==> config.mk <==
export PLATFORM = sky130hd
export DESIGN_NAME = lcd_fb_arbiter
export DESIGN_NICKNAME = d
export VERILOG_FILES = /design/src/rtl/lcd_pkg.sv /design/src/rtl/lcd_wr_fifo.sv /design/src/rtl/lcd_fb_arbiter.sv
export SDC_FILE = /design/constraint.sdc
export NUM_CORES = 1
export LEC_CHECK = 0
export ABC_CLOCK_PERIOD_IN_PS = 5000
export CAP_MARGIN = 10
export CORE_MARGIN = 2
export CORE_UTILIZATION = 50
export CTS_BUF_LIST = sky130_fd_sc_hd__clkbuf_16
export DETAILED_ROUTE_END_ITERATION = 10
export MAX_ROUTING_LAYER = met4
export PLACE_DENSITY_LB_ADDON = 0.25
export SLEW_MARGIN = 0
export SYNTH_ARGS = -nofsm -noshare
export SYNTH_HDL_FRONTEND = slang
export SYNTH_SLANG_ARGS = --single-unit
==> constraint.sdc <==
create_clock -name CLK -period 5 [get_ports CLK]
set_clock_uncertainty 0.05 [all_clocks]
set_input_delay 1.25 -clock CLK [delete_from_list [all_inputs] [get_ports CLK]]
set_output_delay 1.25 -clock CLK [all_outputs]
set_load 0.05 [all_outputs]
==> src/rtl/lcd_pkg.sv <==
`default_nettype none
// ============================================================================
//  Module      : lcd_pkg
//  Description : Shared constants and types for the LCD frame-buffer path.
//                Holds the default panel geometry, scan and memory widths, the
//                arbiter FSM state encoding and the display pipeline latency.
//  Revision    : 1.0  initial release
// ============================================================================
package lcd_pkg;

  // Default panel geometry (active area only)
  localparam int LCD_H_ACT = 800;
  localparam int LCD_V_ACT = 480;

  // Scan coordinate, memory address and pixel widths
  localparam int LCD_CW    = 11;   // column counter width
  localparam int LCD_RW    = 10;   // row counter width
  localparam int LCD_AW    = 19;   // covers 800*480 = 384000 words
  localparam int LCD_DW    = 24;   // RGB888

  // Cycles from the scan sample to the registered panel outputs:
  // address/strobe register, memory read, output register.
  localparam int LCD_LAT   = 3;

  // Arbiter state: waiting for the first frame start, or scanning out.
  typedef enum logic [0:0] {
    WAIT_FRAME = 1'b0,
    ACTIVE     = 1'b1
  } lcd_state_t;

endpackage : lcd_pkg
`default_nettype wire

==> src/rtl/lcd_wr_fifo.sv <==
`default_nettype none
// ============================================================================
//  Module      : lcd_wr_fifo
//  Description : Small synchronous FIFO buffering pixel writes until the
//                memory port is free. First-word-fall-through: dout always
//                shows the oldest entry while the FIFO is non-empty.
//  Ports       : clk   - clock
//                rst   - synchronous active-high reset (flushes contents)
//                push  - write din (ignored while full)
//                pop   - discard the head entry (ignored while empty)
//                din   - entry to store
//                dout  - head entry
//                full  - DEPTH entries held
//                empty - no entries held
//  Revision    : 1.0  initial release
// ============================================================================
module lcd_wr_fifo #(
  parameter int WIDTH = 43,
  parameter int DEPTH = 4     // power of two, at least 2
) (
  input  logic             clk,
  input  logic             rst,
  input  logic             push,
  input  logic             pop,
  input  logic [WIDTH-1:0] din,
  output logic [WIDTH-1:0] dout,
  output logic             full,
  output logic             empty
);

  localparam int             c_PW       = (DEPTH > 1) ? $clog2(DEPTH) : 1;
  localparam logic [c_PW:0]  c_FULL_CNT = (c_PW + 1)'(DEPTH);

  logic [WIDTH-1:0] r_mem [DEPTH];
  logic [c_PW-1:0]  r_wr_ptr;
  logic [c_PW-1:0]  r_rd_ptr;
  logic [c_PW:0]    r_count;

  logic             w_push;
  logic             w_pop;

  // Occupancy is tracked with an explicit counter so full/empty come
  // straight from registered state.
  assign full   = (r_count == c_FULL_CNT);
  assign empty  = (r_count == '0);
  assign w_push = push && !full;
  assign w_pop  = pop && !empty;
  assign dout   = r_mem[r_rd_ptr];

  // Storage needs no reset: entries are only read after being written.
  always_ff @(posedge clk) begin
    if (w_push) begin
      r_mem[r_wr_ptr] <= din;
    end
  end

  // Pointers wrap naturally because DEPTH is a power of two.
  always_ff @(posedge clk) begin
    if (rst) begin
      r_wr_ptr <= '0;
      r_rd_ptr <= '0;
      r_count  <= '0;
    end else begin
      if (w_push) begin
        r_wr_ptr <= r_wr_ptr + c_PW'(1);
      end
      if (w_pop) begin
        r_rd_ptr <= r_rd_ptr + c_PW'(1);
      end
      case ({w_push, w_pop})
        2'b10:   r_count <= r_count + (c_PW + 1)'(1);
        2'b01:   r_count <= r_count - (c_PW + 1)'(1);
        default: r_count <= r_count;
      endcase
    end
  end

endmodule : lcd_wr_fifo
`default_nettype wire

==> src/rtl/lcd_fb_arbiter.sv <==
`default_nettype none
// ============================================================================
//  Module      : lcd_fb_arbiter
//  Description : Frame-buffer access controller between the LCD timing
//                generator and a single-port pixel memory. Scan-out reads
//                own the port whenever DEN is high; buffered client writes
//                drain one per cycle in every other cycle. Panel outputs are
//                delayed so RGB, DE, HD and VD stay mutually aligned.
//  Ports       : CLK, RST           - pixel clock, sync active-high reset
//                den_i/hd_i/vd_i    - scan enables/syncs (syncs active low)
//                col_i/row_i        - scan position
//                wr_valid/wr_ready  - write handshake
//                wr_x/wr_y/wr_data  - write position and pixel
//                wr_drop            - pulse: accepted write was off-panel
//                mem_addr/mem_re/mem_we/mem_wdata/mem_rdata - memory port
//                rgb_o/de_o/hd_o/vd_o - aligned panel outputs
//                frame_o            - pulse after each vd_i falling edge
//  Revision    : 1.0  initial release
// ============================================================================
module lcd_fb_arbiter
  import lcd_pkg::*;
#(
  parameter int H_ACT      = LCD_H_ACT,
  parameter int V_ACT      = LCD_V_ACT,
  parameter int AW         = LCD_AW,
  parameter int DW         = LCD_DW,
  parameter int FIFO_DEPTH = 4
) (
  input  logic              CLK,
  input  logic              RST,
  // scan side
  input  logic              den_i,
  input  logic              hd_i,
  input  logic              vd_i,
  input  logic [LCD_CW-1:0] col_i,
  input  logic [LCD_RW-1:0] row_i,
  // drawing client
  input  logic              wr_valid,
  output logic              wr_ready,
  input  logic [LCD_CW-1:0] wr_x,
  input  logic [LCD_RW-1:0] wr_y,
  input  logic [DW-1:0]     wr_data,
  output logic              wr_drop,
  // pixel memory
  output logic [AW-1:0]     mem_addr,
  output logic              mem_re,
  output logic              mem_we,
  output logic [DW-1:0]     mem_wdata,
  input  logic [DW-1:0]     mem_rdata,
  // panel
  output logic [DW-1:0]     rgb_o,
  output logic              de_o,
  output logic              hd_o,
  output logic              vd_o,
  output logic              frame_o
);

  localparam int                c_FW    = AW + DW;
  localparam logic [LCD_CW-1:0] c_H_LIM = LCD_CW'(H_ACT);
  localparam logic [LCD_RW-1:0] c_V_LIM = LCD_RW'(V_ACT);

  lcd_state_t         r_state;
  logic               r_vd_prev;

  // Display delay line for the stages ahead of the output registers
  logic [LCD_LAT-2:0] r_de_d;
  logic [LCD_LAT-2:0] r_hd_d;
  logic [LCD_LAT-2:0] r_vd_d;

  logic               w_vd_fall;
  logic               w_rd_slot;
  logic               w_accept;
  logic               w_in_range;
  logic               w_push;
  logic               w_pop;
  logic               w_full;
  logic               w_empty;
  logic [AW-1:0]      w_scan_addr;
  logic [AW-1:0]      w_wr_addr;
  logic [c_FW-1:0]    w_fifo_din;
  logic [c_FW-1:0]    w_fifo_dout;

  // --------------------------------------------------------------------------
  // Address generation: row-major frame buffer, row*H_ACT + col
  // --------------------------------------------------------------------------
  assign w_scan_addr = AW'(row_i) * AW'(H_ACT) + AW'(col_i);
  assign w_wr_addr   = AW'(wr_y) * AW'(H_ACT) + AW'(wr_x);

  assign w_vd_fall   = r_vd_prev && !vd_i;

  // A sampled DEN in ACTIVE claims the memory port for the next cycle.
  // Gating DEN here also keeps de_o low for everything sampled before the
  // first frame start.
  assign w_rd_slot   = den_i && (r_state == ACTIVE);

  // --------------------------------------------------------------------------
  // Write acceptance and buffering
  // --------------------------------------------------------------------------
  // wr_ready looks only at the registered occupancy; a pop in the same cycle
  // does not open a slot until the next cycle.
  assign wr_ready    = !w_full;
  assign w_accept    = wr_valid && wr_ready;
  assign w_in_range  = (wr_x < c_H_LIM) && (wr_y < c_V_LIM);
  assign w_push      = w_accept && w_in_range;
  assign w_pop       = !w_rd_slot && !w_empty;
  assign w_fifo_din  = {w_wr_addr, wr_data};

  lcd_wr_fifo #(
    .WIDTH (c_FW),
    .DEPTH (FIFO_DEPTH)
  ) u_wr_fifo (
    .clk   (CLK),
    .rst   (RST),
    .push  (w_push),
    .pop   (w_pop),
    .din   (w_fifo_din),
    .dout  (w_fifo_dout),
    .full  (w_full),
    .empty (w_empty)
  );

  // --------------------------------------------------------------------------
  // Frame FSM: idle until the first vd_i falling edge, then scan forever.
  // frame_o is registered here alongside the state.
  // --------------------------------------------------------------------------
  always_ff @(posedge CLK) begin
    if (RST) begin
      r_state   <= WAIT_FRAME;
      r_vd_prev <= 1'b1;
      frame_o   <= 1'b0;
    end else begin
      r_vd_prev <= vd_i;
      frame_o   <= w_vd_fall;
      case (r_state)
        WAIT_FRAME: begin
          if (w_vd_fall) begin
            r_state <= ACTIVE;
          end
        end
        ACTIVE: begin
          r_state <= ACTIVE;
        end
        default: begin
          r_state <= WAIT_FRAME;
        end
      endcase
    end
  end

  // --------------------------------------------------------------------------
  // Memory port: scan reads take priority; otherwise drain one write.
  // Because the read slot is decided from the same sample that the write
  // pop looks at, a write to the pixel being scanned always lands after the
  // read of that pixel.
  // --------------------------------------------------------------------------
  always_ff @(posedge CLK) begin
    if (RST) begin
      mem_re    <= 1'b0;
      mem_we    <= 1'b0;
      mem_addr  <= '0;
      mem_wdata <= '0;
    end else if (w_rd_slot) begin
      mem_re    <= 1'b1;
      mem_we    <= 1'b0;
      mem_addr  <= w_scan_addr;
    end else if (w_pop) begin
      mem_re    <= 1'b0;
      mem_we    <= 1'b1;
      mem_addr  <= w_fifo_dout[c_FW-1:DW];
      mem_wdata <= w_fifo_dout[DW-1:0];
    end else begin
      mem_re    <= 1'b0;
      mem_we    <= 1'b0;
    end
  end

  // Out-of-range writes are consumed but never buffered.
  always_ff @(posedge CLK) begin
    if (RST) begin
      wr_drop <= 1'b0;
    end else begin
      wr_drop <= w_accept && !w_in_range;
    end
  end

  // --------------------------------------------------------------------------
  // Display pipeline: DE/HD/VD travel alongside the memory read so that the
  // output register sees the delayed DE in the same cycle mem_rdata is valid.
  // --------------------------------------------------------------------------
  always_ff @(posedge CLK) begin
    if (RST) begin
      r_de_d <= '0;
      r_hd_d <= '1;
      r_vd_d <= '1;
      de_o   <= 1'b0;
      hd_o   <= 1'b1;
      vd_o   <= 1'b1;
      rgb_o  <= '0;
    end else begin
      r_de_d <= {r_de_d[LCD_LAT-3:0], w_rd_slot};
      r_hd_d <= {r_hd_d[LCD_LAT-3:0], hd_i};
      r_vd_d <= {r_vd_d[LCD_LAT-3:0], vd_i};
      de_o   <= r_de_d[LCD_LAT-2];
      hd_o   <= r_hd_d[LCD_LAT-2];
      vd_o   <= r_vd_d[LCD_LAT-2];
      rgb_o  <= r_de_d[LCD_LAT-2] ? mem_rdata : '0;
    end
  end

endmodule : lcd_fb_arbiter
`default_nettype wire

==> impl_metrics.py, run 1 <==
metrics = {
    "status": {
        "status": "finished clean",
    },
    "worst_setup_path": {
        "start_kind": "input pin",
        "cp_max_fo": 5,
        "crit_arrival_ns": 4.79,
        "criticalPathCategory": "input pin to flip-flop",
        "cp-end-kind": "flip-flop",
        "required_ns": 5.26,
    },
    "logic_synthesis": {
        "synth.most_common_cell": "edfxtp_1",
        "avgSynthCellArea_sq_um": 14.0,
        "ys_types": 56,
        "synth-compound-area-share_pct": 6.86,
        "synth-main-ff-cell": "edfxtp_1",
        "synth_top_family_by_area": "adder cells",
        "synthArstFlopShare_pct": 0,
        "synth_fa_ha_area_share_pct": 10.9,
        "synth-xor-area-share_pct": 3.33,
        "synth_common_cells": "edfxtp_1, dfxtp_1, ha_1",
        "yosysSeqAreaShare_pct": 58.9,
        "synthTopCellsByArea": "edfxtp_1, dfxtp_1, ha_1, mux4_2, xnor2_1",
        "synth_nets": 1035,
        "netlist_area_sq_um": 11800,
        "synthMuxAreaShare_pct": 9.59,
        "synth-simple-area-share_pct": 7.50,
        "synth_top_cell_by_area": "edfxtp_1",
        "synth-edff-count": 172,
        "synth_top_area_share_pct": 43.8,
        "synth_cells": 844,
        "ys_warn_count": 0,
        "synth-seq-cells": 261,
    },
    "sta": {
        "setup_violations": 0,
        "relSlewSlack_pct": 36.1,
        "tightest_slew_ns": 0.956,
        "slew_viol_final": 0,
        "rsz0062_at_grt": "false",
        "finalHoldViolCount": 0,
        "min_period_ns": 4.53,
        "min_period_over_period_pct": 90.7,
        "max_freq_mhz": 221,
    },
    "finish": {
        "syn2layout_area_growth_pct": 26.2,
        "drive_above_1_share_pct": 13.7,
        "final_util_pct": 63.8,
        "n_fill_cell": 1797,
        "fin_nets": 1233,
    },
    "global_route": {
        "grt_max_degree": 60,
        "grt_pass1_vias": 7128,
        "grtUsageTotal_pct": 19.5,
        "antenna_found_initial": 0,
        "grt.overflow.total": 0,
        "grt_first_pass_wirelength_um": 36700,
    },
    "placement": {
        "gp_congestion": 0.824,
        "portBuffers": 170,
        "hpwl_um": 16200,
    },
    "route": {
        "via_per_inst": 5.15,
        "drtIter0Drc": 351,
        "first_pass_iters": 5,
        "wirelength_um": 23400,
        "vias": 7116,
        "drt-wirelength-per-cell_um": 16.9,
        "met3_length_um": 1510,
        "drt-met1-wl_um": 10500,
        "ant_nets": 0,
        "top_layer": "met4",
        "wl_met2_um": 10900,
        "drc": 0,
    },
    "clocking": {
        "cts_setup_buffers": 0,
        "h-tree-depth": 1,
        "cts_buffers": 27,
        "cts_tree": "built",
        "clk_pin_slew_ns": 0.06,
        "root_buffer": "clkbuf_16",
        "worstSkewPairLatency_ns": 0.53,
        "post_cts_resized": 0,
        "clock_path_buffers": 3,
        "holdBufCountCts": 0,
        "clock-sinks": 261,
    },
    "floorplanning": {
        "start_util_pct": 50.6,
        "fp.coreArea_sq_um": 23300,
        "die_w_um": 158,
        "fp-row-count": 56,
        "dieArea_sq_um": 24800,
        "die_y_um": 158,
        "pin_count": 171,
    },
    "flow_run": {
        "maxCapViolations": 0,
    },
    "min_path": {
        "min_path_type": "flip-flop to flip-flop",
    },
    "power_and_ir_drop": {
        "p_leak_nw": 5.53,
        "p_total_mw": 7.21,
        "ir_worst_vdd_mv": 0.292,
        "power-per-cell-area_nw_per_um2": 484,
    },
}
[routing by layer]
| metal | vias to the layer above | track usage (%) |
|---|---|---|
| met5 | - | - |
| met4 | 0 | 4.63 |
| met3 | 39 | 3.72 |
| met2 | 200 | 31.4 |
| met1 | 3384 | 25.8 |
| li1 | 3493 | - |
[cell usage in the layout (no fill, tap or decap), types with 7 or more instances in the layout]
cell	count
edfxtp_1	172
clkdlybuf4s50_1	169
dfxtp_1	87
ha_1	82
nand2_1	63
inv_1	61
a21oi_1	43
mux4_2	43
nor2_1	37
xnor2_1	31
clkbuf_16	27
and2_1	26
buf_4	25
a211oi_1	21
mux2i_1	14
o21ai_0	13
fa_1	13
xor2_1	12
nor2b_1	10
a21o_1	9
or2_2	7
[cell type report]
cell class	count	area (sq um)	area share [%]
antenna	1	2.50	0.0168
clock buffer	27	676	4.54
clock inverter	23	175	1.18
inverter	60	225	1.51
multi-input combinational	494	4510	30.3
sequential	261	6950	46.7
tap	319	399	2.68
timing repair buffer	198	1940	13.1
[final timing paths]
check,startpoint,end,slack (ns),cells past startpoint
setup / recovery,wr_y[2],u_wr_fifo.r_mem[1][42],0.47,12
hold / removal,r_vd_d[1],vd_o,0.36,1
setup reg to reg,u_wr_fifo.r_count[0],u_wr_fifo.r_count[2],2.59,10
hold reg to reg,r_vd_d[1],vd_o,0.36,1
[state kept, by name, indices dropped and copies added (netlist names), named ones only]
signal	flops
de_o	1
frame_o	1
hd_o	1
mem_addr	19
mem_wdata	24
mem_we	1
r_de_d	2
r_hd_d	2
r_state	1
r_vd_d	2
rgb_o	24
u_wr_fifo.r_count	3
u_wr_fifo.r_mem	172
u_wr_fifo.r_rd_ptr	2
u_wr_fifo.r_wr_ptr	2
vd_o	1
wr_drop	1
[cell families after synthesis]
kind of cell | count (synthesis)
DFF | 261
adders and majority gates | 95
AOI/OAI and AO/OA | 117
and+or+nand+nor | 179
xor gates and xnor gates | 44
buffers and inverters | 89
muxes | 59
[worst max-delay path: stages]
cell	delay, ns
clkdlybuf4s50_1	0.46
ha_1	0.32
ha_1	0.32
fa_1	0.46
ha_1	0.35
nor2b_1	0.14
o21a_1	0.18
o21ai_1	0.28
nand4_1	0.19
nor4_2	0.41
nand4_1	0.16
xnor2_1	0.29
[report_power, final]
group | total, mW | internal (mW) | switching, mW
Sequential | 2.75 | 2.58 | 0.174
Clock | 1.90 | 1.09 | 0.808
Combinational | 2.56 | 1.06 | 1.50
[metrics by stage]
stage | hold slack (ns) | setup TNS (ns) | area [sq um] | worst slack (ns) | instances
after floorplan | 0.339 | 0 | 11800 | 0.640 | 844
after CTS | 0.359 | 0 | 14900 | 0.491 | 1381
after detailed placement | 0.345 | -0.292 | 14000 | -0.0533 | 1331
after global routing | 0.382 | 0 | 14900 | 0.192 | 1382
final | 0.359 | 0 | 14900 | 0.465 | 1383
after global placement | 0.347 | 0 | 14000 | 0.0580 | 1331
(Power assumes the default switching activity.)
==> run 2: changes to the inputs <==
--- a/config.mk
+++ b/config.mk
@@ -9,2 +9,3 @@
 export CAP_MARGIN = 10
+export CORE_ASPECT_RATIO = 0.8
 export CORE_MARGIN = 2
==> constraint.sdc (replaced) <==
create_clock -name CLK -period 5 [get_ports CLK]
set_clock_uncertainty 0.05 [all_clocks]
set_input_delay 1 -clock CLK [delete_from_list [all_inputs] [get_ports CLK]]
set_output_delay 1 -clock CLK [all_outputs]
set_load 0.05 [all_outputs]
==> impl_metrics.py, run 2 (synthesis results as in run 1) <==
metrics = {
    "status": {
        "status": "finished clean",
    },
    "route": {
        "ant_nets": 0,
        "drc": 0,
        "first_pass_iters": 5,
        "via_per_inst": 5.19,
        "vias": 7029,
        "wirelength_um": 23800,
        "drtIter0Drc": 343,
        "drt-wirelength-per-cell_um": 17.5,
    },
    "floorplanning": {
        "fp.coreArea_sq_um": 23300,
        "die_y_um": 141,
        "die_w_um": 176,
        "fp-row-count": 50,
        "pin_count": 171,
        "dieArea_sq_um": 24800,
        "start_util_pct": 50.7,
    },
    "clocking": {
        "worstSkewPairLatency_ns": 0.52,
        "holdBufCountCts": 0,
        "clk_pin_slew_ns": 0.06,
        "post_cts_resized": 0,
        "root_buffer": "clkbuf_16",
        "h-tree-depth": 1,
        "clock_path_buffers": 3,
        "cts_buffers": 26,
        "clock-sinks": 261,
        "cts_setup_buffers": 0,
        "cts_tree": "built",
    },
    "flow_run": {
        "maxCapViolations": 0,
    },
    "power_and_ir_drop": {
        "ir_worst_vdd_mv": 0.290,
        "power-per-cell-area_nw_per_um2": 488,
        "p_leak_nw": 5.46,
        "p_total_mw": 7.20,
    },
    "sta": {
        "fin_tns_setup_ns": 0,
        "finalHoldViolCount": 0,
        "tightest_slew_ns": 0.953,
        "max_freq_mhz": 230,
        "setup_violations": 0,
        "slew_viol_final": 0,
        "relSlewSlack_pct": 36.3,
        "rsz0062_at_grt": "false",
        "min_period_ns": 4.35,
        "min_period_over_period_pct": 86.9,
    },
    "worst_setup_path": {
        "criticalPathCategory": "input pin to flip-flop",
        "cp-startpoint": "row_i[6]",
        "required_ns": 5.39,
        "cp-end-kind": "flip-flop",
        "crit_arrival_ns": 4.73,
        "start_kind": "input pin",
        "r2r-start": "u_wr_fifo.r_count[0]",
        "cp_max_fo": 6,
    },
    "finish": {
        "diodes": 0,
        "largestRegisters": "u_wr_fifo.r_mem (172), mem_wdata (24), rgb_o (24)",
        "fin_nets": 1214,
        "drive_above_1_share_pct": 12.7,
        "syn2layout_area_growth_pct": 25.1,
        "final_cell_mix": "edfxtp_1, clkdlybuf4s50_1, dfxtp_1",
        "layout_commonest_cell": "edfxtp_1",
        "final_util_pct": 63.4,
        "regMostFlops": "u_wr_fifo.r_mem",
        "largest_register_ffs": 172,
    },
    "min_path": {
        "min_from": "r_vd_d[1]",
        "min_path_type": "flip-flop to flip-flop",
    },
    "placement": {
        "portBuffers": 170,
        "hpwl_um": 16300,
        "gp_congestion": 0.815,
    },
    "global_route": {
        "grtUsageTotal_pct": 19.6,
        "grt_pass1_vias": 7045,
        "antenna_found_initial": 0,
        "grt.overflow.total": 0,
        "grt_first_pass_wirelength_um": 37400,
        "grt_max_degree": 60,
    },
}
run 2: cell count changes in the layout (fill, tap and decap cells not counted), sizes merged:
| cell | delta |
|---|---|
| buf | -18 |
| clkinv | -3 |
| clkinvlp | -2 |
| inv | +2 |
| clkbuf | +1 |
| diode | -1 |
run 2: final timing paths:
check	to	slack (ns)	cells past startpoint
setup / recovery	mem_addr[17]	0.65	14
hold / removal	vd_o	0.36	1
setup reg to reg	u_wr_fifo.r_count[2]	2.22	10
hold reg to reg	vd_o	0.36	1
run 2: metrics by stage:
step / cell area, sq um / worst slack (ns) / instances / hold WS [ns]
2_1_floorplan: 11800 / 0.890 / 844 / 0.339
4_1_cts: 14800 / 0.659 / 1354 / 0.359
3_3_place_gp: 13900 / 0.188 / 1306 / 0.343
3_5_place_dp: 13900 / 0.110 / 1306 / 0.344
5_1_grt: 14800 / 0.350 / 1355 / 0.369
6_report: 14800 / 0.654 / 1355 / 0.358
run 2: cell type report:
type                       count  area [sq um]
multi-input combinational    494          4510
timing repair buffer         180          1820
inverter                      60           225
clock inverter                20           155
fill                        1806          8510
clock buffer                  28           701
sequential                   261          6950
tap                          312           390
run 2: worst max-delay path, stage by stage:
cell and delay (ns):
clkdlybuf4s50_1 0.54, ha_1 0.26, ha_1 0.27, inv_1 0.05, fa_1 0.50, inv_1 0.04
ha_1 0.37, a21oi_1 0.41, nand2_1 0.12, o31ai_2 0.33, xor2_2 0.16, nor4b_1 0.34
xor2_1 0.11, a211oi_1 0.23
run 2: routing by layer:
layer / routed length [um] / track usage [%] / vias to the layer above
met5: 0 / - / -
met1: 11500 / 27.8 / 3347
met3: 1450 / 3.62 / 26
li1: - / - / 3452
met4: 296 / 3.78 / 0
met2: 10500 / 30.2 / 204
run 2: power by group:
part / switching (mW) / total [mW] / leakage (nW) / internal, mW
logic: 1.51 / 2.53 / 2.74 / 1.02
clock network: 0.801 / 1.92 / 0.442 / 1.12
registers: 0.176 / 2.75 / 2.28 / 2.58
total: 2.49 / 7.20 / 5.46 / 4.71
